**config.mk**
```make
export PLATFORM = sky130hd
export DESIGN_NAME = pic_control_sequencer_flat
export DESIGN_NICKNAME = d
export VERILOG_FILES = /design/src/rtl/pic_control_sequencer_if.sv /design/src/rtl/pic_control_sequencer.sv /design/src/flat_wrapper.sv
export SDC_FILE = /design/constraint.sdc
export NUM_CORES = 1
export LEC_CHECK = 0
export ABC_CLOCK_PERIOD_IN_PS = 2050
export CORE_MARGIN = 2
export CORE_UTILIZATION = 50
export DETAILED_ROUTE_END_ITERATION = 6
export GPL_TIMING_DRIVEN = 0
export PLACE_DENSITY = 0.8
export REMOVE_ABC_BUFFERS = 1
export SYNTH_ARGS = -nofsm -noshare
export SYNTH_HDL_FRONTEND = slang
export SYNTH_SLANG_ARGS = --single-unit
```
**constraint.sdc**
```tcl
create_clock -name clk -period 2.05 [get_ports clk]
set_input_delay 0.615 -clock clk [delete_from_list [all_inputs] [get_ports clk]]
set_output_delay 0.615 -clock clk [all_outputs]
set_load 0.01 [all_outputs]
```
**src/rtl/pic_control_sequencer_if.sv**
```systemverilog
// CPU/acknowledge bus and datapath control bundle for pic_control_sequencer.
// master = CPU / interrupt-block side, slave = sequencer side.
interface pic_control_sequencer_if;
  logic       wr_en;
  logic       a0;
  logic [7:0] din;
  logic       inta;
  logic       int_req;
  logic [2:0] chosen;
  logic       int_out;
  logic       ltim;
  logic [7:0] mask;
  logic [7:0] irr_clr;
  logic [7:0] isr;
  logic       rot_mode;
  logic       rot_pulse;
  logic [2:0] rot_level;
  logic [7:0] dout;
  logic       dout_valid;
  logic       init_done;

  modport master (
    output wr_en, a0, din, inta, int_req, chosen,
    input  int_out, ltim, mask, irr_clr, isr, rot_mode, rot_pulse, rot_level,
           dout, dout_valid, init_done
  );

  modport slave (
    input  wr_en, a0, din, inta, int_req, chosen,
    output int_out, ltim, mask, irr_clr, isr, rot_mode, rot_pulse, rot_level,
           dout, dout_valid, init_done
  );
endinterface

```
**src/rtl/pic_control_sequencer.sv**
```systemverilog
// 8259-style init/command decoder, two-pulse INTA sequencer and in-service register.
// All outputs are registered; next values are formed in one combinational block.
module pic_control_sequencer (
  input logic                    clk,
  input logic                    rst,
  pic_control_sequencer_if.slave bus
);
  localparam int unsigned NLVL = 8;

  typedef enum logic [1:0] {UNINIT, WAIT_ICW2, WAIT_ICW4, READY} init_state_t;
  typedef enum logic {IDLE, WAIT2} ack_state_t;

  init_state_t init_state, init_state_n;
  ack_state_t  ack_state, ack_state_n;

  logic            icw4_needed, icw4_needed_n;
  logic [4:0]      base, base_n;
  logic            aeoi, aeoi_n;
  logic [2:0]      lvl, lvl_n;
  logic            spur, spur_n;
  logic            int_out, int_out_n;
  logic            ltim, ltim_n;
  logic [NLVL-1:0] mask, mask_n;
  logic [NLVL-1:0] irr_clr, irr_clr_n;
  logic [NLVL-1:0] isr, isr_n;
  logic            rot_mode, rot_mode_n;
  logic            rot_pulse, rot_pulse_n;
  logic [2:0]      rot_level, rot_level_n;
  logic [7:0]      dout, dout_n;
  logic            dout_valid, dout_valid_n;
  logic            init_done, init_done_n;

  logic            icw1;
  logic [NLVL-1:0] set_vec, clr_vec, le_mask;
  logic [2:0]      low_idx;
  logic            low_found, nest_ok;
  logic            ocw_rot, ack_rot;
  logic [2:0]      ocw_lvl;

  always_ff @(posedge clk) begin
    if (rst) begin
      init_state  <= UNINIT;
      ack_state   <= IDLE;
      icw4_needed <= 1'b0;
      base        <= '0;
      aeoi        <= 1'b0;
      lvl         <= '0;
      spur        <= 1'b0;
      int_out     <= 1'b0;
      ltim        <= 1'b0;
      mask        <= '0;
      irr_clr     <= '0;
      isr         <= '0;
      rot_mode    <= 1'b0;
      rot_pulse   <= 1'b0;
      rot_level   <= '0;
      dout        <= '0;
      dout_valid  <= 1'b0;
      init_done   <= 1'b0;
    end else begin
      init_state  <= init_state_n;
      ack_state   <= ack_state_n;
      icw4_needed <= icw4_needed_n;
      base        <= base_n;
      aeoi        <= aeoi_n;
      lvl         <= lvl_n;
      spur        <= spur_n;
      int_out     <= int_out_n;
      ltim        <= ltim_n;
      mask        <= mask_n;
      irr_clr     <= irr_clr_n;
      isr         <= isr_n;
      rot_mode    <= rot_mode_n;
      rot_pulse   <= rot_pulse_n;
      rot_level   <= rot_level_n;
      dout        <= dout_n;
      dout_valid  <= dout_valid_n;
      init_done   <= init_done_n;
    end
  end

  always_comb begin
    init_state_n  = init_state;
    ack_state_n   = ack_state;
    icw4_needed_n = icw4_needed;
    base_n        = base;
    aeoi_n        = aeoi;
    lvl_n         = lvl;
    spur_n        = spur;
    ltim_n        = ltim;
    mask_n        = mask;
    isr_n         = isr;
    rot_mode_n    = rot_mode;
    dout_n        = dout;
    irr_clr_n     = '0;
    rot_pulse_n   = 1'b0;
    rot_level_n   = '0;
    dout_valid_n  = 1'b0;
    set_vec       = '0;
    clr_vec       = '0;
    ocw_rot       = 1'b0;
    ocw_lvl       = '0;
    ack_rot       = 1'b0;
    low_idx       = '0;
    le_mask       = '0;

    icw1 = bus.wr_en & ~bus.a0 & bus.din[4];

    // Descending scan so the lowest-indexed set bit is the one left in low_idx.
    for (int i = NLVL - 1; i >= 0; i--) begin
      if (isr[i]) low_idx = 3'(i);
    end
    low_found = |isr;

    for (int i = 0; i < NLVL; i++) begin
      le_mask[i] = (3'(i) <= bus.chosen);
    end
    nest_ok   = rot_mode ? (isr == '0) : ((isr & le_mask) == '0);
    int_out_n = init_done & bus.int_req & (ack_state == IDLE) & ~bus.inta & nest_ok;

    if (icw1) begin
      ltim_n        = bus.din[3];
      icw4_needed_n = bus.din[0];
      mask_n        = '0;
      isr_n         = '0;
      aeoi_n        = 1'b0;
      rot_mode_n    = 1'b0;
      ack_state_n   = IDLE;
      init_state_n  = WAIT_ICW2;
    end else begin
      if (bus.wr_en) begin
        case (init_state)
          WAIT_ICW2: if (bus.a0) begin
            base_n       = bus.din[7:3];
            init_state_n = icw4_needed ? WAIT_ICW4 : READY;
          end
          WAIT_ICW4: if (bus.a0) begin
            aeoi_n       = bus.din[1];
            init_state_n = READY;
          end
          READY: begin
            if (bus.a0) begin
              mask_n = bus.din;
            end else if (bus.din[4:3] == 2'b00) begin
              case (bus.din[7:5])
                3'b001: if (low_found) clr_vec = 8'b1 << low_idx;
                3'b011: clr_vec = 8'b1 << bus.din[2:0];
                3'b101: if (low_found) begin
                  clr_vec = 8'b1 << low_idx;
                  ocw_rot = 1'b1;
                  ocw_lvl = low_idx;
                end
                3'b111: begin
                  clr_vec = 8'b1 << bus.din[2:0];
                  ocw_rot = 1'b1;
                  ocw_lvl = bus.din[2:0];
                end
                3'b100:  rot_mode_n = 1'b1;
                3'b000:  rot_mode_n = 1'b0;
                default: ;
              endcase
            end
          end
          default: ;
        endcase
      end

      // Acknowledge: first pulse latches the level, second presents the vector.
      if (bus.inta && init_done) begin
        case (ack_state)
          IDLE: begin
            spur_n      = ~bus.int_req;
            lvl_n       = bus.int_req ? bus.chosen : 3'd7;
            if (bus.int_req) begin
              set_vec   = 8'b1 << bus.chosen;
              irr_clr_n = 8'b1 << bus.chosen;
            end
            ack_state_n = WAIT2;
          end
          WAIT2: begin
            dout_n       = {base, lvl};
            dout_valid_n = 1'b1;
            if (aeoi && !spur) begin
              clr_vec = clr_vec | (8'b1 << lvl);
              ack_rot = rot_mode;
            end
            ack_state_n  = IDLE;
          end
          default: ;
        endcase
      end

      isr_n = (isr & ~clr_vec) | set_vec;

      if (ocw_rot) begin
        rot_pulse_n = 1'b1;
        rot_level_n = ocw_lvl;
      end else if (ack_rot) begin
        rot_pulse_n = 1'b1;
        rot_level_n = lvl;
      end
    end

    init_done_n = (init_state_n == READY);
  end

  assign bus.int_out    = int_out;
  assign bus.ltim       = ltim;
  assign bus.mask       = mask;
  assign bus.irr_clr    = irr_clr;
  assign bus.isr        = isr;
  assign bus.rot_mode   = rot_mode;
  assign bus.rot_pulse  = rot_pulse;
  assign bus.rot_level  = rot_level;
  assign bus.dout       = dout;
  assign bus.dout_valid = dout_valid;
  assign bus.init_done  = init_done;
endmodule

```
**src/flat_wrapper.sv**
```systemverilog
// flat-port wrapper written by rule: the top's interface ports become plain ports
module pic_control_sequencer_flat 
  (clk, rst, bus_wr_en, bus_a0, bus_din, bus_inta, bus_int_req, bus_chosen, bus_int_out, bus_ltim, bus_mask, bus_irr_clr, bus_isr, bus_rot_mode, bus_rot_pulse, bus_rot_level, bus_dout, bus_dout_valid, bus_init_done);
  pic_control_sequencer_if bus_i ();
  input logic clk;
  input logic rst;
  input wire logic [$bits(bus_i.wr_en)-1:0] bus_wr_en;
  input wire logic [$bits(bus_i.a0)-1:0] bus_a0;
  input wire logic [$bits(bus_i.din)-1:0] bus_din;
  input wire logic [$bits(bus_i.inta)-1:0] bus_inta;
  input wire logic [$bits(bus_i.int_req)-1:0] bus_int_req;
  input wire logic [$bits(bus_i.chosen)-1:0] bus_chosen;
  output wire logic [$bits(bus_i.int_out)-1:0] bus_int_out;
  output wire logic [$bits(bus_i.ltim)-1:0] bus_ltim;
  output wire logic [$bits(bus_i.mask)-1:0] bus_mask;
  output wire logic [$bits(bus_i.irr_clr)-1:0] bus_irr_clr;
  output wire logic [$bits(bus_i.isr)-1:0] bus_isr;
  output wire logic [$bits(bus_i.rot_mode)-1:0] bus_rot_mode;
  output wire logic [$bits(bus_i.rot_pulse)-1:0] bus_rot_pulse;
  output wire logic [$bits(bus_i.rot_level)-1:0] bus_rot_level;
  output wire logic [$bits(bus_i.dout)-1:0] bus_dout;
  output wire logic [$bits(bus_i.dout_valid)-1:0] bus_dout_valid;
  output wire logic [$bits(bus_i.init_done)-1:0] bus_init_done;
  assign bus_i.wr_en = bus_wr_en;
  assign bus_i.a0 = bus_a0;
  assign bus_i.din = bus_din;
  assign bus_i.inta = bus_inta;
  assign bus_i.int_req = bus_int_req;
  assign bus_i.chosen = bus_chosen;
  assign bus_int_out = bus_i.int_out;
  assign bus_ltim = bus_i.ltim;
  assign bus_mask = bus_i.mask;
  assign bus_irr_clr = bus_i.irr_clr;
  assign bus_isr = bus_i.isr;
  assign bus_rot_mode = bus_i.rot_mode;
  assign bus_rot_pulse = bus_i.rot_pulse;
  assign bus_rot_level = bus_i.rot_level;
  assign bus_dout = bus_i.dout;
  assign bus_dout_valid = bus_i.dout_valid;
  assign bus_init_done = bus_i.init_done;
  pic_control_sequencer u_core (.clk(clk), .rst(rst), .bus(bus_i));
endmodule
```
==> summary by stage, run 1 <==
Critical path
The buffering stage count on the worst path with inverters included is 1. The kind of cell with the highest combined delay along the critical path is buffers and inverters. Of all nets on the critical path, the largest fanout is 6.

At the worst endpoint, the required time is approximately 1.4 ns. The library cell contributing the largest single delay on the critical path is clkdlybuf4s50_1. The critical path class is flop to output pin.

STA classifies the critical path endpoint as an output pin. The data arrival time at the worst-slack endpoint is roughly 1.4 ns. The worst setup path is launched from a flop. The signal on the critical path passes through clkdlybuf4s50_1.

The highest cell delay on the worst timing path is 0.60 ns.

Global route
The global routing usage on met2 is around 39%. The most utilized layer in the global route result is met2. In the global route stage, overall resource usage came out at around a quarter.

The fraction of met1 tracks used by global routing is a little under a third. The largest net degree at the start of global routing is 28. Global routing used under 10% of the available met3 tracks. Summed over all layers, the global routing overflow is 0. The first-pass GRT wire length is approximately 10,000 um. The via count of the first global-routing pass is roughly 2,000.

The initial antenna violation count is 0.

STA
The clock tree skew after final layout is 0.006809 ns. The max-slew violation total from the final report is 0. The final setup slack of the worst path is about 0.038 ns.

The post-route worst hold slack is between 0.4 and 0.5 ns. Adding up every negative setup slack in the final design gives 0 ns. The minimum clock period is 2.012 ns. The number of hold violations in the final report is 0. Setup repair after global routing could not meet its margin everywhere. Based on the critical path, the design can be clocked at up to between 0.4 and 0.5 GHz. The setup-violating endpoint count in the final report is 0. The worst-margin pin slew is between 0.7 and 0.8 ns. The final critical path takes up about 98% of the cycle. The relative slew slack is around 50%.

CTS
The number of buffers inserted for hold repair after clock tree synthesis is 0. The number of H-tree levels is 2. The TritonCTS clock tree is built. The clock buffer count from CTS is 5.

At the later pin of the worst-skew pair, clock insertion delay measures between 0.3 and 0.4 ns. The tree built by TritonCTS fans out to between 50 and 60 sinks. Clock-pin slew was measured on the worst setup and hold paths at ~0.1 ns. The root buffer cell is clkbuf_8. The maximum clock insertion buffer count is 2.

Synth
The Yosys step of the flow raised 0 warnings. Sorting the synthesized cells by area gives the leading types as dfxtp_1, mux2i_1, nor2_1, nand3_1, nor3_1. For this run, the register share of the synthesized area comes to approximately 43%. The cell area after technology mapping is approximately 0.0026 mm2. The cell count after synthesis came out at 280. Among all flip-flop cells after synthesis, the most frequent one is dfxtp_1. The cell accounting for the most synthesized area is dfxtp_1. Counting flops and latches in the post-synthesis netlist gives 55. The area fraction of the dominant cell type after synthesis is 43.16%. Counting flops with an async set or reset pin after synthesis yields a share of 0%. Sorting the synthesized cells by how often they occur yields dfxtp_1, nor2_1, mux2i_1. The count of flip-flops with a built-in enable after synthesis is 0. The count of different cell masters after synthesis is a little over 50. The average instance in the mapped netlist occupies ~9.1 um2.

The most numerous cell in the Yosys netlist is dfxtp_1.

Power and ir drop
Per report_power, the sequential group accounts for between 50% and 60% of the total. The share of total power dissipated in combinational logic is under 10%. The internal power is 1527 uW.

The worst-case IR drop observed on VDD is approximately 0.5 mV. The leakage component of the power is between 0.001 and 0.0015 uW. Per report_power, the clock group accounts for between 30% and 40% of the total. The ratio of total power to cell area is 588.1 mW/mm2.

Summed over all nets, the switching power comes to about 440 uW. Of the total power, the share spent switching nets is 22.43%.

Routing
The routed design has 6324 um of wire. The number of search-and-repair iterations in the first detailed-routing pass is 4. Once detail routing completed, the nets flagged for antenna violations numbered 0.

In the final routed layout, each cell accounts on average for ~16 um. For this block, the via count after detailed routing is approximately 2,300. For this block, the initial DRC count from the detailed router was ~120.

The average via count per standard cell is 5.741. After detailed routing, the number of remaining DRC violations is 0.

Layout
Summing all multi-input logic gate instances after layout gives 0.001406 mm2. The layout cell share with drive strength beyond 1 is between 10% and 20%. The sequential standard cell area is ~0.0011 mm2.

0 antenna diodes ended up in the layout. The signed area change from the synthesized netlist to the final layout is 31.24%. The count of filler cells inserted in the layout is ~430.

The area of all placed cells without fillers is 0.003348 mm2. The net count of the finished layout is 350. The post-layout instance count excluding filler cells is 397.

Placement
During placement, the flow inserted port buffers numbering 57. In this run, placement finished with an instance count of between 300 and 400. Once placement finished, the instance area stood at roughly 0.0031 mm2. The final estimated routing congestion in global placement is approximately 0.90. The placed wire-length estimate is approximately 4400 um. Timing analysis after detailed placement gives a worst setup slack of -0.9865 ns.

Die
The boundary pin count is 58. The initial utilization of the core area, before any placement, comes to between 50% and 60%. The total core area is ~0.0048 mm2.

The floorplan step defined a die boundary enclosing 0.005690 mm2. In this run the core area contains 25 standard-cell rows. The floorplan step set the die width to around 75 um. The floorplan step set the die height to 75.43 um.

Worst hold path
The path class of the lowest-slack min-delay path is flop to flop.

Outcome
The flow ran to the end, and the final reports show no timing, DRC or antenna violations.

Job
The number of maximum-capacitance violations is 0.
## kinds of logic (layout without fill, tap and decap cells)
group           Yosys count  after routing  synth area share (%)
simple gates            120            120                 26.14
flops                    55             55                 43.16
compound gates           50             50                 14.66
buf+inv                  27             77                 4.610
mux                      24             24                 9.465
fa+ha+maj                 4              4                 1.962
## repair_timing
item,4_1_cts,5_1_grt
setup buffers,0,4
hold endpoints to repair,0,0
pin swaps,1,5
gates resized for setup,28,15
endpoints found under the setup margin,47,15
## cell type report
class | instances | area share, %
Clock buffer | 6 | 2.466
Clock inverter | 2 | 1.158
Inverter | 8 | 0.8969
Multi-Input combinational cell | 198 | 42.00
Sequential cell | 55 | 33.18
Tap cell | 67 | 2.504
Timing Repair Buffer | 61 | 17.79
## path summary, 6_finish.rpt
check	start	end	slack, ns	cells after the start
worst max register to register	u_core.init_state[1]	u_core.bus.rot_level[1]	0.21	6
worst max-delay path	u_core.bus.isr[6]	bus_isr[6]	0.04	1
worst min register to register	u_core.bus.dout[2]	u_core.bus.dout[2]	0.50	2
worst min-delay path	u_core.bus.dout[2]	u_core.bus.dout[2]	0.50	2
## routing by layer
metal  vias to the layer above  share of wire, %
li1                       1113                 -
met1                      1081                44
met2                        76                50
met3                         9               4.8
met4                         0               1.1
met5                         -                 0
## metrics by stage
| step | utilization [%] | power (uW) |
|---|---|---|
| 2_1_floorplan | - | 1153 |
| 3_3_place_gp | 64.73 | 1231 |
| 3_5_place_dp | 64.73 | 1233 |
| 4_1_cts | 68.10 | 1978 |
| 5_1_grt | 69.51 | 2042 |
| 6_report | 69.51 | 1969 |
## registers in the layout (all words and copies together) (netlist names), 2 cells and up
register and count:
u_core.lvl 3, u_core.init_state 2, u_core.bus.isr 8, u_core.bus.irr_clr 8, u_core.bus.mask 8, u_core.base 5, u_core.bus.dout 8, u_core.bus.rot_level 3
## power by group through the flow
| stage | sequential, uW | combinational [uW] | clock [uW] |
|---|---|---|---|
| after floorplan | 1100 | 51.2 | 0 |
| after global placement | 1100 | 129 | 0 |
| after detailed placement | 1100 | 130 | 0 |
| after CTS | 1080 | 133 | 767 |
| after global routing | 1080 | 149 | 814 |
| final | 1080 | 135 | 756 |
## cells in the final DEF (no fill, tap or decap), types with 7 or more instances in the layout
cell type,instances
nand3_1,13
clkdlybuf4s50_1,48
inv_1,8
nand2_1,8
mux2i_1,23
dfxtp_1,47
nor2_1,43
dfxtp_2,8
a21oi_1,7
nor3_1,10
(Power assumes the default switching activity.)
==> inputs of run 2 (changes only) <==
TNS_END_PERCENT = 30   (was default)
==> run 2 against run 1 <==
  * Global-route usage stayed put
  * Flip-flop and latch count unchanged
  * Largest cell class unchanged
  * Critical path type unchanged
  * Count of clock-buffer cells in the layout unchanged
  * Sequential share of layout area rose by 0.17 points
  * Clock skew is 0.0023 ns lower
  * Cell area down 0.52%
  * Via count is 0.83% lower
  * Utilization shrank 0.36 points
==> summary by stage, run 2 (synthesis results as in run 1) <==
Outcome
The run finished with clean final reports.

Placement
The final estimated routing congestion in global placement is 0.8950. The HPWL after detailed placement is 4400 um. The placed standard-cell area is 0.003118 mm2. Before CTS, the worst setup slack after placement is -0.9865 ns. The count of input and output buffers is 57. In this run, placement finished with an instance count of 385.

Critical path
In this run the critical register-to-register path is launched from u_core.init_state[1]. The endpoint of the worst register-to-register path is u_core.bus.rot_level[1]. At the worst endpoint, the required time is around 1.4 ns.

The buffering stage count on the worst path with inverters included is 1. The critical path class is flop to output pin. The register-to-register path setup slack is about 0.2 ns.

Along the worst path, the maximum fanout reaches 6. Walking the worst path, the cells encountered are clkdlybuf4s50_1. The nature of the critical path endpoint is an output pin.

The path depth of the worst reg2reg path is 6. The startpoint type of the worst setup path is a flop. At the worst endpoint, the arrival time is 1.40 ns.

On the worst path, the slowest cell contributes a delay of 0.60 ns. The library cell contributing the largest single delay on the critical path is clkdlybuf4s50_1. Broken down by cell family, the worst path's largest delay share belongs to buffers and inverters.

Power and ir drop
The maximum resistive drop on vdd is 0.5012 mV. The fraction of power spent switching nets is a little under a quarter. Dividing total power by cell area gives a power density of about 590 mW/mm2. Internal power comes to between 1500 and 2000 uW.

The part of the power in registers is 54.7%. Per report_power, the clock group accounts for ~39% of the total. The share of total power dissipated in combinational logic is between 6 and 7%. The analysis attributes to cell leakage a power of roughly 0.0013 uW.

The reported net switching power is about 440 uW.

Layout
The leading cell type in the layout, fill and taps excluded is clkdlybuf4s50_1. The final layout contains 347 nets. Compared with the post-synthesis result, the final layout area differs by 30.55%. After routing the design area is about 0.0033 mm2. For this run, the share of the core covered by cells in the final layout is between 60% and 70%.

The layout cell share with drive strength beyond 1 is between 10% and 20%. Once layout is complete, the cells apart from fillers number between 300 and 400. The number of antenna diodes in the final layout is 0. The top cell types in the final layout, fill and taps aside, are clkdlybuf4s50_1, dfxtp_1, nor2_1.

Routing
The routed wire length is 6281 um. The residual antenna-violating net count after detailed routing is 0. The initial detailed-routing violation count is around 130. The count of vias placed by the detailed router is approximately 2,300. The number of search-and-repair iterations in the first detailed-routing pass is 4. Dividing the detail-routed via count by the number of cells gives between 5 and 6.

The mean routed wirelength per cell is ~16 um. The number of DRC violations after detailed routing is 0.

CTS
TritonCTS built the clock tree. The maximum clock insertion buffer count is 2. The number of H-tree levels is 2. The clock buffer count from CTS is 5. The root buffer cell is clkbuf_8. The clock latency reported for the late side of the worst-skew pair is between 0.3 and 0.4 ns.

The clock net in this run drives a total of 55 sinks. The clock-pin slew on the worst setup and hold paths is about 0.10 ns.

STA
The number of hold violations in the final report came to 0. Static timing analysis puts the maximum clock frequency at around 0.50 GHz. Dividing the final minimum period by the clock period gives 98.39%. The worst-margin pin slew is slightly below 0.8 ns. Setup repair after global routing could not meet its margin everywhere.

The relative slew slack is a little under half. The post-route worst hold slack is approximately 0.50 ns. The worst path needs slightly above 2 ns of the cycle, external delays included. The setup-violating endpoint count in the final report is 0. The max-slew violation total from the final report is 0. For the final database, setup skew stands at 0.004511 ns. Once routing completed, OpenROAD measured the worst setup slack at between 0.03 and 0.04 ns.

Worst hold path
The path class of the lowest-slack min-delay path is flop to flop. The hold-critical path depth is 2. In this run the most critical hold path is launched from u_core.bus.dout[2]. For hold timing, the worst endpoint is u_core.bus.dout[2].

Global route
For this run, the total global-route usage over all layers was measured as between 20% and 30%. The first-pass GRT wire length is approximately 10,000 um. The via count of the first global-routing pass is roughly 2,100. The largest net degree at the start of global routing is 28. The overflow left after global routing is 0. The initial antenna violation count came to 0.

Job
Max-cap violations in this run came to 0.

Die
After floorplanning, the core was sized to cover slightly below 0.005 mm2. Pin placement for this block handled between 50 and 60 I/O pins. The initial utilization of the core area, before any placement, comes to a little over half. Measured along the y axis, the die boundary spans about 75 um.

Measured along the x axis, the die boundary spans about 75 um. The die outline area is 0.005690 mm2. The floorplan has 25 rows.
## run 2: power groups by stage
stage               Clock [uW]  Combinational, uW  Sequential [uW]
detailed placement           0                130             1100
global placement             0                129             1100
global route               814                148             1080
finish                     759                135             1080
CTS                        767                133             1080
floorplan                    0               51.2             1100
## run 2: area by class of cell
cell class / instances / area [um2]
Clock buffer: 6 / 82.58
Clock inverter: 2 / 38.79
Fill cell: 432 / 1486
Inverter: 8 / 30.03
Multi-Input combinational cell: 198 / 1411
Sequential cell: 55 / 1111
Tap cell: 67 / 83.83
Timing Repair Buffer: 58 / 573.1
## run 2: layer usage
metal | global-route usage [%] | share of wire [%] | vias up
met5 | 0 | 0 | -
met4 | 6.628 | 0.91 | 0
met3 | 4.762 | 4.4 | 7
met2 | 39.23 | 50 | 61
met1 | 31.98 | 44 | 1083
li1 | - | - | 1109
## run 2: per-stage QoR
stage                     total power, uW  TNS (ns)
after floorplan                      1153         0
after global routing                 2042  -0.03596
after detailed placement             1233    -24.89
final                                1972         0
after CTS                            1978         0
after global placement               1231    -24.85
## run 2: repair_timing
action / in CTS / in global routing
resized for setup: 28 / 16
pin swaps: 1 / 5
buffers inserted: 0 / 1
endpoints found under the setup margin: 47 / 15
hold buffers: 0 / 0
gates cloned: 0 / 0
## run 2: worst max-delay path by stage
stage / startpoint / endpoint / slack (ns) / cells after the start
global route: u_core.bus.isr[6] / bus_isr[6] / -0.04 / 1
floorplan: bus_din[6] / u_core.bus.isr[7] / 0.16 / 5
detailed placement: rst / u_core.bus.isr[5] / -0.99 / 5
finish: u_core.bus.isr[6] / bus_isr[6] / 0.03 / 1
global placement: rst / u_core.bus.isr[5] / -1.00 / 5
CTS: u_core.bus.isr[5] / bus_isr[5] / 0.0008 / 1
==> inputs of run 3 (changes only) <==
CAP_MARGIN = 10   (was default)
PLACE_DENSITY = 0.78   (was 0.8)
==> run 3 against run 2 <==
  * Cell count is 0.25% lower
  * Critical endpoint is now bus_isr[7]
  * Count of clock-buffer cells in the layout is 1 lower
  * Hold slack hardly changed
  * Setup slack better by 0.019 ns
  * Largest cell class unchanged
  * Clock power is 4.3% lower
  * Clock skew is 0.0022 ns higher
  * Sequential share of layout area is 0.24 points higher
  * Critical path depth stayed put
  * Die area stayed put
  * First-iteration DRC count is 14% higher
  * Highest routed layer unchanged
  * Register-to-register slack hardly changed
==> summary by stage, run 3 (synthesis results as in run 1) <==
Outcome
The flow ran to the end, and the final reports show no timing, DRC or antenna violations.

Critical path
The library cell contributing the largest single delay on the critical path is clkdlybuf4s50_1. The worst register-to-register path ends at u_core.bus.isr[5]. STA classifies the critical path startpoint as a flop. The highest cell delay on the worst timing path is approximately 0.59 ns. For the worst setup path, the data arrival time is between 1 and 1.5 ns. Traced cell by cell, the critical path runs through clkdlybuf4s50_1. The top fanout value on the critical path is 6. Together, buffers and inverters on the worst path number 1. The nature of the critical path endpoint is an output pin. The number of cells on the critical path is 1.

In this run the critical register-to-register path is launched from u_core.init_state[1]. The register-to-register path setup slack is about 0.21 ns. Data on the critical path is required at its endpoint by 1.43 ns. The path depth of the worst reg2reg path is 6. The dominant delay contributor by cell family on the critical path is buffers and inverters. The critical path class is flop to output pin.

STA
The minimum clock period is roughly 2.0 ns. Setup violations remaining at the end of the flow were counted as 0. Setup repair after global routing left no endpoint under its margin. The max-slew violation total from the final report is 0. The number of hold violations in the final report is 0.

In the finished design, the share of the clock period the worst path needs comes to a little over nine tenths. Across the routed clock network, the largest skew measured is a little under 0.007 ns. In this run the tightest slew margin relative to its limit is a little over half. Across all hold checks on the routed design, the worst slack comes to around 0.5 ns.

The maximum clock frequency is approximately 0.5 GHz. The worst-margin pin slew is 0.7079 ns.

Placement
The final estimated routing congestion in global placement is between 0.9 and 1. Summed over all nets, the half-perimeter wirelength after detailed placement is 4240 um. The count of input and output buffers is 57. The placed standard-cell area is roughly 0.0031 mm2.

CTS
For the worst-skew pair, the clock arrives at the later sink with an insertion delay of slightly above 0.3 ns. The number of H-tree levels is 2. The total number of clock tree sinks is 55. The maximum clock insertion buffer count is 2. The clock buffer count from CTS is 5.

The root buffer cell is clkbuf_8. The TritonCTS clock tree is built. The clock-pin slew on the worst setup and hold paths is 0.09 ns.

Die
The die is approximately 75 um tall. The number of cell rows is 25. The total core area is 0.004817 mm2. The horizontal die dimension is around 75 um. The die covers 0.005690 mm2. just under 60 I/O pins were placed.

For this configuration, the core starts out at a cell density of 52.96%.

Layout
The finished cells cover between 0.003 and 0.004 mm2. The signed area change from the synthesized netlist to the final layout is 29.77%. In the final design database the tool counted around 350 nets. In the layout the commonest cells are clkdlybuf4s50_1, dfxtp_1, nor2_1. Cells with a size suffix above 1 make up between 10% and 20% of the layout. The repair_antennas step left the layout with diodes totalling 0. The count of filler cells inserted in the layout is 423. The final cell utilization of the core is slightly below 70%.

Job
Max-cap violations in this run came to 0.

Power and ir drop
The maximum resistive drop on vdd is around 0.47 mV. For this design the ratio of total power to cell area is just under 600 mW/mm2. The leakage component of the power is ~0.0013 uW.

Routing
The count of nets left with antenna violations once routing finished came out at 0. The pre-antenna-repair detailed-routing pass consisted of 4 iterations. The average via count per standard cell is slightly below 6. The count of vias placed by the detailed router is 2,280.

The detailed router finished its first iteration with around 140 violations. For this run, design rule violations remaining after detail routing come to 0. For this block, the routed nets add up to 5998 um of wire. After detailed routing, the average wire length per cell comes to 15.26 um.

Worst hold path
In this run the most critical hold path is launched from u_core.bus.dout[5]. Along the worst hold path, the cell count comes to 2. The path class of the lowest-slack min-delay path is flop to flop.

The end point of the worst hold path is u_core.bus.dout[5].

Global route
The overflow left after global routing is 0. The total track usage is 22.17%. The largest net degree at the start of global routing is 28. The initial antenna violation count came to 0. The first-pass GRT wire length is 9584 um. The via count of the first global-routing pass is ~2,000.
run 3: changes by cell type in the layout (fill, tap and decap cells not counted), sizes merged:
cell / delta
clkdlybuf4s15: -1
dlygate4sd2: -1
dlymetal6s2s: +1
run 3: metal layers:
layer	track usage (%)	up-vias	routed length [um]
li1	-	1111	-
met1	29.05	1074	2712
met2	36.43	87	2817
met3	4.630	8	379
met4	7.602	0	89
met5	0	-	0
run 3: power by group:
group	internal, uW	switching [uW]
Combinational	51.4	82.6
Clock	366	360
Sequential	1070	4.93
run 3: cell type report:
class / instances / area [um2] / share of cell area (%)
Multi-Input combinational cell: 198 / 1404 / 42.40
Sequential cell: 55 / 1112 / 33.60
Timing Repair Buffer: 58 / 570.5 / 17.23
Tap cell: 67 / 83.83 / 2.532
Clock buffer: 5 / 68.82 / 2.079
Clock inverter: 2 / 41.29 / 1.247
Inverter: 8 / 30.03 / 0.9070
run 3: worst max-delay path by stage:
stage	slack, ns	end	startpoint
floorplan	0.16	u_core.bus.isr[7]	bus_din[6]
global placement	-1.01	u_core.bus.isr[5]	rst
detailed placement	-1.00	u_core.bus.isr[5]	rst
CTS	-0.07	u_core.bus.isr[5]	rst
global route	0.005	u_core.bus.isr[3]	bus_inta
finish	0.05	bus_isr[7]	u_core.bus.isr[7]
run 3: metrics by stage:
step | setup WS, ns | TNS (ns) | std cells | power [uW]
after detailed placement | -1.000 | -24.90 | 385 | 1233
after floorplan | 0.1649 | 0 | 261 | 1153
final | 0.05189 | 0 | 393 | 1937
after CTS | -0.07297 | -0.2106 | 392 | 1948
after global routing | 0.005381 | 0 | 393 | 2006
after global placement | -1.005 | -24.82 | 385 | 1232
run 3: repair_timing:
item                                    CTS  global route
pin swaps                                 1             1
endpoints found under the setup margin   49            25
setup buffers                             0             1
resized for setup                        23            19
hold buffers                              0             0
